**config.mk**
```make
export PLATFORM = sky130hd
export DESIGN_NAME = gmii_tx_framer
export DESIGN_NICKNAME = d
export VERILOG_FILES = /design/src/rtl/gmii_tx_framer_pkg.sv /design/src/rtl/crc32_8023.sv /design/src/rtl/gmii_tx_framer.sv
export SDC_FILE = /design/constraint.sdc
export NUM_CORES = 1
export LEC_CHECK = 0
export CAP_MARGIN = 20
export CORE_UTILIZATION = 45
export CTS_CLUSTER_SIZE = 10
export DETAILED_ROUTE_END_ITERATION = 6
export PLACE_DENSITY = 0.6
export SLEW_MARGIN = 10
export SYNTH_ARGS = -nofsm -noshare
export SYNTH_HDL_FRONTEND = slang
export SYNTH_SLANG_ARGS = --single-unit
```
**constraint.sdc**
```tcl
create_clock -name i_clk -period 6.9 [get_ports i_clk]
set_clock_uncertainty 0.2 [all_clocks]
set_input_delay 1.035 -clock i_clk [delete_from_list [all_inputs] [get_ports i_clk]]
set_output_delay 1.035 -clock i_clk [all_outputs]
set_load 0.05 [all_outputs]
```
**src/rtl/gmii_tx_framer_pkg.sv**
```systemverilog
// rtl/gmii_tx_framer_pkg.sv - shared state encodings, GMII framing bytes, CRC control codes and CRC32 step
package gmii_tx_framer_pkg;

  typedef enum logic [3:0] {
    ST_IDLE,
    ST_PRE,
    ST_SFD,
    ST_DATA,
    ST_PAD,
    ST_FCS,
    ST_IFG,
    ST_ABORT,
    ST_DROP
  } state_t;

  localparam logic [7:0] PREAMBLE_BYTE = 8'h55;
  localparam logic [7:0] SFD_BYTE      = 8'hD5;

  // {load_init, calc, d_valid}
  localparam logic [2:0] CRC_HOLD  = 3'b000;
  localparam logic [2:0] CRC_SHIFT = 3'b001;
  localparam logic [2:0] CRC_CALC  = 3'b011;
  localparam logic [2:0] CRC_INIT  = 3'b100;

  // Reflected IEEE 802.3 CRC32, one data byte, LSB first.
  function automatic logic [31:0] crc32_byte(input logic [31:0] crc, input logic [7:0] d);
    logic [31:0] c;
    c = crc;
    for (int i = 0; i < 8; i++) begin
      c = (c[0] ^ d[i]) ? ((c >> 1) ^ 32'hEDB88320) : (c >> 1);
    end
    return c;
  endfunction

endpackage

```
**src/rtl/crc32_8023.sv**
```systemverilog
// rtl/crc32_8023.sv - byte-wide 802.3 CRC32 engine with registered, byte-serial FCS output
module crc32_8023
  import gmii_tx_framer_pkg::*;
(
  input  logic       i_clk,
  input  logic       i_reset,
  input  logic       i_load_init,
  input  logic       i_calc,
  input  logic       i_d_valid,
  input  logic [7:0] i_d,
  output logic [7:0] o_crc
);

  logic [31:0] r_crc;
  logic [7:0]  r_out;

  // Hold presents FCS byte0; each shift presents the next byte and drops the one already sent.
  always_ff @(posedge i_clk) begin
    if (i_reset) begin
      r_crc <= 32'hFFFF_FFFF;
      r_out <= 8'h00;
    end else if (i_load_init) begin
      r_crc <= 32'hFFFF_FFFF;
    end else if (i_calc && i_d_valid) begin
      r_crc <= crc32_byte(r_crc, i_d);
    end else if (i_d_valid) begin
      r_crc <= {8'hFF, r_crc[31:8]};
      r_out <= ~r_crc[15:8];
    end else begin
      r_out <= ~r_crc[7:0];
    end
  end

  assign o_crc = r_out;

endmodule

```
**src/rtl/gmii_tx_framer.sv**
```systemverilog
// rtl/gmii_tx_framer.sv - GMII TX framer: preamble/SFD, data, optional pad, FCS, IFG, underrun abort
// Optional zero-padding of short frames is enabled by defining GMII_TX_PAD_EN.
module gmii_tx_framer
  import gmii_tx_framer_pkg::*;
#(
  parameter int IFG_BYTES = 12,
  parameter int PRE_BYTES = 7,
  parameter int MIN_DATA  = 60
)
(
  input  logic       i_clk,
  input  logic       i_reset,
  input  logic [7:0] i_tx_data,
  input  logic       i_tx_valid,
  input  logic       i_tx_last,
  output logic       o_tx_ready,
  output logic [7:0] o_gmii_txd,
  output logic       o_gmii_txen,
  output logic       o_gmii_txer,
  output logic       o_tx_busy,
  output logic       o_frame_done,
  output logic       o_frame_err
);

`ifdef GMII_TX_PAD_EN
  localparam bit PAD_EN = 1'b1;
`else
  localparam bit PAD_EN = 1'b0;
`endif

  localparam logic [15:0] PRE_LAST = 16'(PRE_BYTES - 1);
  localparam logic [15:0] IFG_LAST = 16'(IFG_BYTES - 1);
  localparam logic [10:0] MIN_LEN  = 11'(MIN_DATA);

  state_t      r_state;
  logic [15:0] r_cnt;
  logic [10:0] r_bytes;
  logic        r_tx_ready;
  logic [7:0]  r_txd;
  logic        r_txen, r_txer, r_fcs_sel, r_busy, r_done, r_err;

  logic [2:0]  w_crc_ctl;
  logic [7:0]  w_crc_d;
  logic [7:0]  w_crc_byte;
  logic [10:0] w_bytes_inc;
  logic        w_short;

  assign w_bytes_inc = (r_bytes == 11'h7FF) ? r_bytes : r_bytes + 11'd1;
  assign w_short     = (w_bytes_inc < MIN_LEN);

  always_ff @(posedge i_clk) begin
    if (i_reset) begin
      r_state    <= ST_IDLE;
      r_cnt      <= '0;
      r_bytes    <= '0;
      r_tx_ready <= 1'b0;
    end else begin
      case (r_state)
        ST_IDLE: if (i_tx_valid) begin
          r_state <= ST_PRE;
          r_cnt   <= '0;
        end
        ST_PRE: if (r_cnt == PRE_LAST) r_state <= ST_SFD;
                else r_cnt <= r_cnt + 16'd1;
        ST_SFD: begin
          r_state    <= ST_DATA;
          r_tx_ready <= 1'b1;
          r_bytes    <= '0;
        end
        ST_DATA: if (!i_tx_valid) begin
          r_state    <= ST_ABORT;
          r_tx_ready <= 1'b0;
        end else begin
          r_bytes <= w_bytes_inc;
          if (i_tx_last) begin
            r_tx_ready <= 1'b0;
            r_cnt      <= '0;
            r_state    <= (PAD_EN && w_short) ? ST_PAD : ST_FCS;
          end
        end
        ST_PAD: begin
          r_bytes <= w_bytes_inc;
          if (!w_short) begin
            r_state <= ST_FCS;
            r_cnt   <= '0;
          end
        end
        ST_FCS: if (r_cnt == 16'd3) begin
          r_state <= ST_IFG;
          r_cnt   <= '0;
        end else r_cnt <= r_cnt + 16'd1;
        // A frame waiting at the end of the gap starts its preamble without an IDLE cycle.
        ST_IFG: if (r_cnt == IFG_LAST) begin
          r_cnt   <= '0;
          r_state <= i_tx_valid ? ST_PRE : ST_IDLE;
        end else r_cnt <= r_cnt + 16'd1;
        ST_ABORT: begin
          r_state    <= ST_DROP;
          r_tx_ready <= 1'b1;
        end
        ST_DROP: if (i_tx_valid && i_tx_last) begin
          r_state    <= ST_IFG;
          r_cnt      <= '0;
          r_tx_ready <= 1'b0;
        end
        default: r_state <= ST_IDLE;
      endcase
    end
  end

  always_comb begin
    w_crc_ctl = CRC_HOLD;
    w_crc_d   = i_tx_data;
    case (r_state)
      ST_SFD:  w_crc_ctl = CRC_INIT;
      ST_DATA: w_crc_ctl = i_tx_valid ? CRC_CALC : CRC_HOLD;
      ST_PAD: begin
        w_crc_ctl = CRC_CALC;
        w_crc_d   = 8'h00;
      end
      ST_FCS:  w_crc_ctl = (r_cnt == 16'd0) ? CRC_HOLD : CRC_SHIFT;
      ST_IFG:  w_crc_ctl = (r_cnt == 16'd0) ? CRC_INIT : CRC_HOLD;
      default: w_crc_ctl = CRC_HOLD;
    endcase
  end

  crc32_8023 u_crc (
    .i_clk       (i_clk),
    .i_reset     (i_reset),
    .i_load_init (w_crc_ctl[2]),
    .i_calc      (w_crc_ctl[1]),
    .i_d_valid   (w_crc_ctl[0]),
    .i_d         (w_crc_d),
    .o_crc       (w_crc_byte)
  );

  // Output stage: every GMII byte appears one cycle after the FSM cycle that produced it.
  always_ff @(posedge i_clk) begin
    if (i_reset) begin
      r_txd     <= 8'h00;
      r_txen    <= 1'b0;
      r_txer    <= 1'b0;
      r_fcs_sel <= 1'b0;
      r_busy    <= 1'b0;
      r_done    <= 1'b0;
      r_err     <= 1'b0;
    end else begin
      r_txd     <= 8'h00;
      r_txen    <= 1'b0;
      r_txer    <= 1'b0;
      r_fcs_sel <= 1'b0;
      r_done    <= 1'b0;
      r_err     <= 1'b0;
      r_busy    <= (r_state != ST_IDLE);
      case (r_state)
        ST_PRE: begin
          r_txd  <= PREAMBLE_BYTE;
          r_txen <= 1'b1;
        end
        ST_SFD: begin
          r_txd  <= SFD_BYTE;
          r_txen <= 1'b1;
        end
        ST_DATA: if (i_tx_valid) begin
          r_txd  <= i_tx_data;
          r_txen <= 1'b1;
        end
        ST_PAD:  r_txen <= 1'b1;
        ST_FCS: begin
          r_txen    <= 1'b1;
          r_fcs_sel <= 1'b1;
          r_done    <= (r_cnt == 16'd3);
        end
        ST_ABORT: begin
          r_txen <= 1'b1;
          r_txer <= 1'b1;
          r_err  <= 1'b1;
        end
        default: r_txen <= 1'b0;
      endcase
    end
  end

  assign o_tx_ready   = r_tx_ready;
  assign o_gmii_txd   = r_fcs_sel ? w_crc_byte : r_txd;
  assign o_gmii_txen  = r_txen;
  assign o_gmii_txer  = r_txer;
  assign o_tx_busy    = r_busy;
  assign o_frame_done = r_done;
  assign o_frame_err  = r_err;

endmodule

```
==> reports/results.ini, run 1 <==
[placed_design]
io_buffer_count=25
dp_hpwl_um=9184
dp_slack_ns=2.624
dp_cells=780
gp_congestion=0.8350

[finish]
utilization_pct=52.11
drive_gt1_share_pct=7.328
multi_input_area_um2=3259
seq_area_um2=1702
area_growth_pct=10.59
final_common_cell=dfxtp_1
antenna_cells=0
final_net_count=667
fillers=1074
layoutNonFillerInstCount=795
final_cell_mix=85 x dfxtp_1, 67 x nor2_1, 66 x nand2_1

[cts]
cts_tree=done
root_buffer=clkbuf_16
cts_max_path_buffers=2
clk_latency_ns=0.34
clk_pin_slew_ns=0.06
cts_made_buffers=9
clock_sink_count=85
cts.htree.levels=3
cts_setup_buffers=0
cts_resized=0
hold_buffers=0

[timing]
setup_viol=0
setup_ws_ns=2.951
final.min_clock_period_ns=3.949
rsz0062_at_grt=no
maxSlewViolCount=0
finalHoldViolCount=0
worstMarginPinSlew_ns=0.9372
maxSlewHeadroom_pct=37.37
fin_crit_sh_pct=57.23
whs_ns=0.2576
fmax_mhz=253.2
tns_ns=0

[drt]
vias=4681
wire_per_inst_um=16.90
routed_wl_um=13440
drt-met1-wl_um=6020
wl_met3_um=599
routed-wl-met2_um=6597
ant_nets=0
drt_first_pass_iters=5
vias_per_cell=5.888
dr.max_layer_used=met4
drtIter0Drc=253
drc_errors=0

[power_and_ir_drop]
power.density_nw_per_um2=314.2
vdd_drop_max_mv=0.2129
p_leak_nw=1.998

[worst_setup_path]
regToRegEndpoint=u_crc.o_crc[0]$_SDFFE_PP0P_
arrival_ns=4.02
regToRegSetupSlack_ns=3.40
path_max_fanout=37
cp_slowest_cell=nand2_1
startpoint_type=primary input
critPathBufInv=1
required_ns=6.97
path_cells=clkdlybuf4s50_1, a31oi_1, or2_2, nand2_1, nor2_1, o21ai_0, a21oi_1
reg2reg_depth=7
criticalPathCategory=in -> reg
crit_path_max_incr_delay_ns=0.75
critPathTopFamily=simple AND/OR/NAND/NOR gates
cp-end-kind=flop
worstReg2RegStart=r_state[2]$_SDFFE_PP0P_

[synthesis]
synth.net_count=676
synth_seq_area_share_pct=32.74
ys_async_sr_fraction_pct=0
ys.flop_type=dfxtp_1
syn_avg_cell_area_um2=7.875
yosysUniqueCellTypes=69
synthCells=660
synth_area_um2=5197
yosysWarnings=0
ys_ff_latch=85
synth_edf_count=0

[status]
status=finished clean

[min_path]
worstHoldPathType=reg -> reg
min_to=u_crc.o_crc[1]$_SDFFE_PP0P_
min_from=u_crc.o_crc[1]$_SDFFE_PP0P_
whs_path_depth=2

[die]
floorplan.die.height_um=109.5
start_util_pct=47.12
dieArea_um2=11980
die-width_um=109.5
core_area_um2=11030
rows=38
io_pins=26

[global_routing]
gr-total-overflow=0
antenna_found_initial=0
grt_pass1_vias=4268
grt_max_degree=41
grt_pass1_wl_um=21830
grtUsageTotal_pct=23.79

[run]
cap_violations=0

## worst max-delay path by stage
stage / startpoint / endpoint / slack [ns] / cells after the start
floorplan: i_tx_data[0] / u_crc.r_crc[22]$_SDFFE_PP1P_ / 4.10 / 8
global placement: i_tx_valid / u_crc.o_crc[0]$_SDFFE_PP0P_ / 2.68 / 7
detailed placement: i_tx_valid / u_crc.o_crc[0]$_SDFFE_PP0P_ / 2.62 / 7
CTS: i_tx_valid / u_crc.o_crc[0]$_SDFFE_PP0P_ / 2.97 / 7
global route: i_tx_valid / u_crc.o_crc[0]$_SDFFE_PP0P_ / 2.70 / 7
finish: i_tx_valid / u_crc.o_crc[0]$_SDFFE_PP0P_ / 2.95 / 7
## area by class of cell
cell class	instances	area share (%)
clock buffers	12	4.462
repair buffers	29	4.876
clock inverters	3	0.7836
inverters	8	0.5224
multi-input cells	518	56.70
well taps	140	3.047
flip-flops and latches	85	29.60
## stage by stage
stage          cell area (um^2)  total power, mW
5_1_grt                    5748            1.910
3_3_place_gp               5446            1.305
4_1_cts                    5748            1.814
2_1_floorplan              5197            1.140
3_5_place_dp               5446            1.311
6_report                   5748            1.806
## metal layers
metal / global-route usage [%] / vias up
met5: 0 / -
met4: 7.810 / 0
met3: 5.394 / 21
met2: 40.93 / 115
met1: 29.29 / 2223
li1: - / 2322
## logic make-up (layout without fill, tap and decap cells)
family	Yosys count	count (layout)	share of synthesized area (%)
simple gates	250	250	24.10
compound gates	188	188	22.12
flops	85	85	32.74
xor+xnor	66	66	13.34
buf+inv	57	52	4.598
mux	10	10	2.143
fa+ha+maj	4	4	0.9630
## flip-flops by register name (all words and copies together), names as in the netlist, 4 cells and up
signal	flops
u_crc.o_crc	8
r_txd	8
r_bytes	11
r_cnt	16
r_state	4
u_crc.r_crc	32
## synthesized netlist by cell type (all sizes together), types with 4 or more instances
cell type / count / area (um^2)
o31ai: 13 / 111.4
inv: 7 / 26.28
and3: 9 / 56.30
nand3: 19 / 95.09
a21oi: 52 / 260.3
and2: 5 / 31.28
nor3b: 7 / 52.55
xnor2: 42 / 405.4
mux2: 9 / 101.4
nor2: 69 / 266.5
a211oi: 6 / 45.04
a21o: 6 / 45.04
nor4: 6 / 37.54
clkbuf: 36 / 135.1
o21ai: 62 / 310.3
nand4: 5 / 31.28
o22ai: 11 / 68.82
nand2b: 6 / 37.54
nor2b: 13 / 81.33
dfxtp: 85 / 1702
a31oi: 7 / 43.79
nand2: 68 / 279.0
ha: 4 / 50.05
buf: 13 / 73.82
nor3: 23 / 120.1
xor2: 23 / 265.3
## where the power goes
group          internal, mW  switching [mW]  total, mW  leakage (nW)
Combinational         0.262           0.443      0.705          1.17
Sequential            0.541          0.0628      0.604         0.689
Clock                 0.298           0.198      0.497         0.141
## worst register-to-register path, cell delays in order (launching register included)
cell	delay (ns)
dfxtp_1	0.70
nor2b_1	0.24
a31oi_1	0.28
or2_2	0.61
nand2_1	0.77
nor2_1	0.33
o21ai_0	0.13
a21oi_1	0.18
(Power assumes the default switching activity.)
==> inputs of run 2 (changes only) <==
Settings changed: PLACE_DENSITY 0.6 to 0.62.
Clock period 6.9 ns to 3.34 ns, I/O delays scaled along.
==> run 2 against run 1 <==
Against the previous run:
- die area unchanged
- power rose by 110%
- non-clock buffer count rose by 16
- first-iteration DRC count up 23%
- sequential share of layout area down 0.61 points
- sequential cell count unchanged
- clock-buffer cell count decreased by 1
- cell count up 2.1%
- clock power up 110%
==> reports/results.ini, run 2 (synthesis gave the netlist of run 1 again) <==
[finish]
final_common_cell=dfxtp_1
top_regs=u_crc.r_crc x32, r_cnt x16, r_bytes x11
drive_gt1_share_pct=9.673
final_net_count=683
largest_register=u_crc.r_crc
largest_reg_flops=32
fin_area_um2=5869
final_cell_mix=85 x dfxtp_1, 67 x nor2_1, 66 x nand2_1
area_growth_pct=12.93
antenna_cells=0

[worst_setup_path]
regToRegEndpoint=r_cnt[7]$_SDFFE_PP0P_
regToRegSetupSlack_ns=0.39
criticalPathCategory=reg -> reg
worstReg2RegStart=r_cnt[6]$_SDFFE_PP0P_
required_ns=3.38
startpoint_type=flop
path_max_fanout=7
arrival_ns=2.99
reg2reg_depth=7
cp-end-kind=flop

[timing]
fmax_mhz=338.9
tns_ns=0
worstMarginPinSlew_ns=0.8666
maxSlewViolCount=0
final.min_clock_period_ns=2.951
setup_viol=0
rsz0062_at_grt=no
maxSlewHeadroom_pct=42.01
fin_crit_sh_pct=88.35
finalHoldViolCount=0

[drt]
ant_nets=0
vias_per_cell=5.899
wire_per_inst_um=16.85
vias=4790
routed_wl_um=13680
drtIter0Drc=311
drt_first_pass_iters=5
drc_errors=0

[global_routing]
grt_pass1_vias=4462
antenna_found_initial=0
grt_pass1_wl_um=22540
grtUsageTotal_pct=24.52
grt_max_degree=48
gr-total-overflow=0

[power_and_ir_drop]
p_clk_share_pct=27.3
p_sw_share_pct=39.31
p_comb_share_pct=40.8
vdd_drop_max_mv=0.5106
internal-power_mw=2.304
power.density_nw_per_um2=646.7
power_frac_seq_pct=31.9
p_leak_nw=2.084
power.switching_mw=1.492

[cts]
hold_buffers=0
cts_resized=0
clk_latency_ns=0.36
clk_pin_slew_ns=0.06
cts_tree=done
cts_made_buffers=9
clock_sink_count=85
root_buffer=clkbuf_16
cts.htree.levels=3
cts_max_path_buffers=2
cts_setup_buffers=0

[die]
core_area_um2=11030
rows=38
die-width_um=109.5
dieArea_um2=11980
floorplan.die.height_um=109.5
start_util_pct=47.12
io_pins=26

[placed_design]
gp_congestion=0.9099
place_area_um2=5567
io_buffer_count=25
dp_hpwl_um=9727

[min_path]
min_from=u_crc.o_crc[0]$_SDFFE_PP0P_
worstHoldPathType=reg -> reg
whs_path_depth=2
min_to=u_crc.o_crc[0]$_SDFFE_PP0P_

[run]
cap_violations=0

[status]
status=finished clean

==> run 2: changes by cell type in the layout (fill, tap and decap cells not counted), sizes merged <==
cell,before,now
buf,4,20
clkbuf,12,11
clkinvlp,2,1
clkinv,1,4
==> run 2: critical path, stage by stage, from the launching register on <==
cell	delay, ns
dfxtp_1	0.36
nor4_1	0.57
nand3_1	0.38
o2111ai_1	0.36
and3_1	0.29
nand2b_1	0.31
nor3_1	0.09
a211o_1	0.27
==> run 2: stage by stage <==
step / total power [mW] / hold slack [ns] / instances / worst slack [ns] / util (%)
final: 3.796 / 0.2505 / 812 / 0.3892 / 53.21
after CTS: 3.798 / 0.2540 / 812 / 0.4359 / 53.21
after floorplan: 2.356 / 0.2285 / 660 / 0.6956 / -
after global routing: 4.000 / 0.2791 / 812 / 0.1702 / 53.21
after global placement: 2.755 / 0.2429 / 796 / 0.4885 / 50.47
after detailed placement: 2.765 / 0.2446 / 796 / 0.4568 / 50.47
==> run 2: layout make-up <==
class	instances	area [um^2]
multi-input combinational	518	3259
tap	140	175.2
clock buffer	11	242.7
sequential	85	1702
inverter	8	30.03
timing repair buffer	45	400.4
clock inverter	5	60.06
fill	1084	5161
==> run 2: how the worst max path moves through the flow <==
stage / startpoint / endpoint / slack, ns
floorplan: r_bytes[0]$_SDFFE_PP0P_ / r_cnt[1]$_SDFFE_PP0P_ / 0.70
global route: r_cnt[6]$_SDFFE_PP0P_ / r_cnt[7]$_SDFFE_PP0P_ / 0.17
global placement: r_cnt[0]$_SDFFE_PP0P_ / u_crc.r_crc[21]$_SDFFE_PP1P_ / 0.49
finish: r_cnt[6]$_SDFFE_PP0P_ / r_cnt[7]$_SDFFE_PP0P_ / 0.39
CTS: r_state[1]$_SDFFE_PP0P_ / u_crc.r_crc[21]$_SDFFE_PP1P_ / 0.44
detailed placement: i_tx_valid / r_cnt[1]$_SDFFE_PP0P_ / 0.46
==> run 2: per-layer routing <==
metal | global-route usage, % | vias up | share of wire [%]
li1 | - | 2358 | -
met1 | 30.42 | 2296 | 45
met2 | 41.73 | 116 | 49
met3 | 3.794 | 20 | 3.6
met4 | 11.14 | 0 | 2.3
met5 | 0 | - | 0
==> run 2: power groups by stage <==
| stage | Sequential (mW) | Combinational, mW | Clock, mW |
|---|---|---|---|
| after floorplan | 1.24 | 1.12 | 0 |
| after global placement | 1.23 | 1.52 | 0 |
| after detailed placement | 1.23 | 1.53 | 0 |
| after CTS | 1.21 | 1.54 | 1.05 |
| after global routing | 1.22 | 1.68 | 1.09 |
| final | 1.21 | 1.55 | 1.04 |
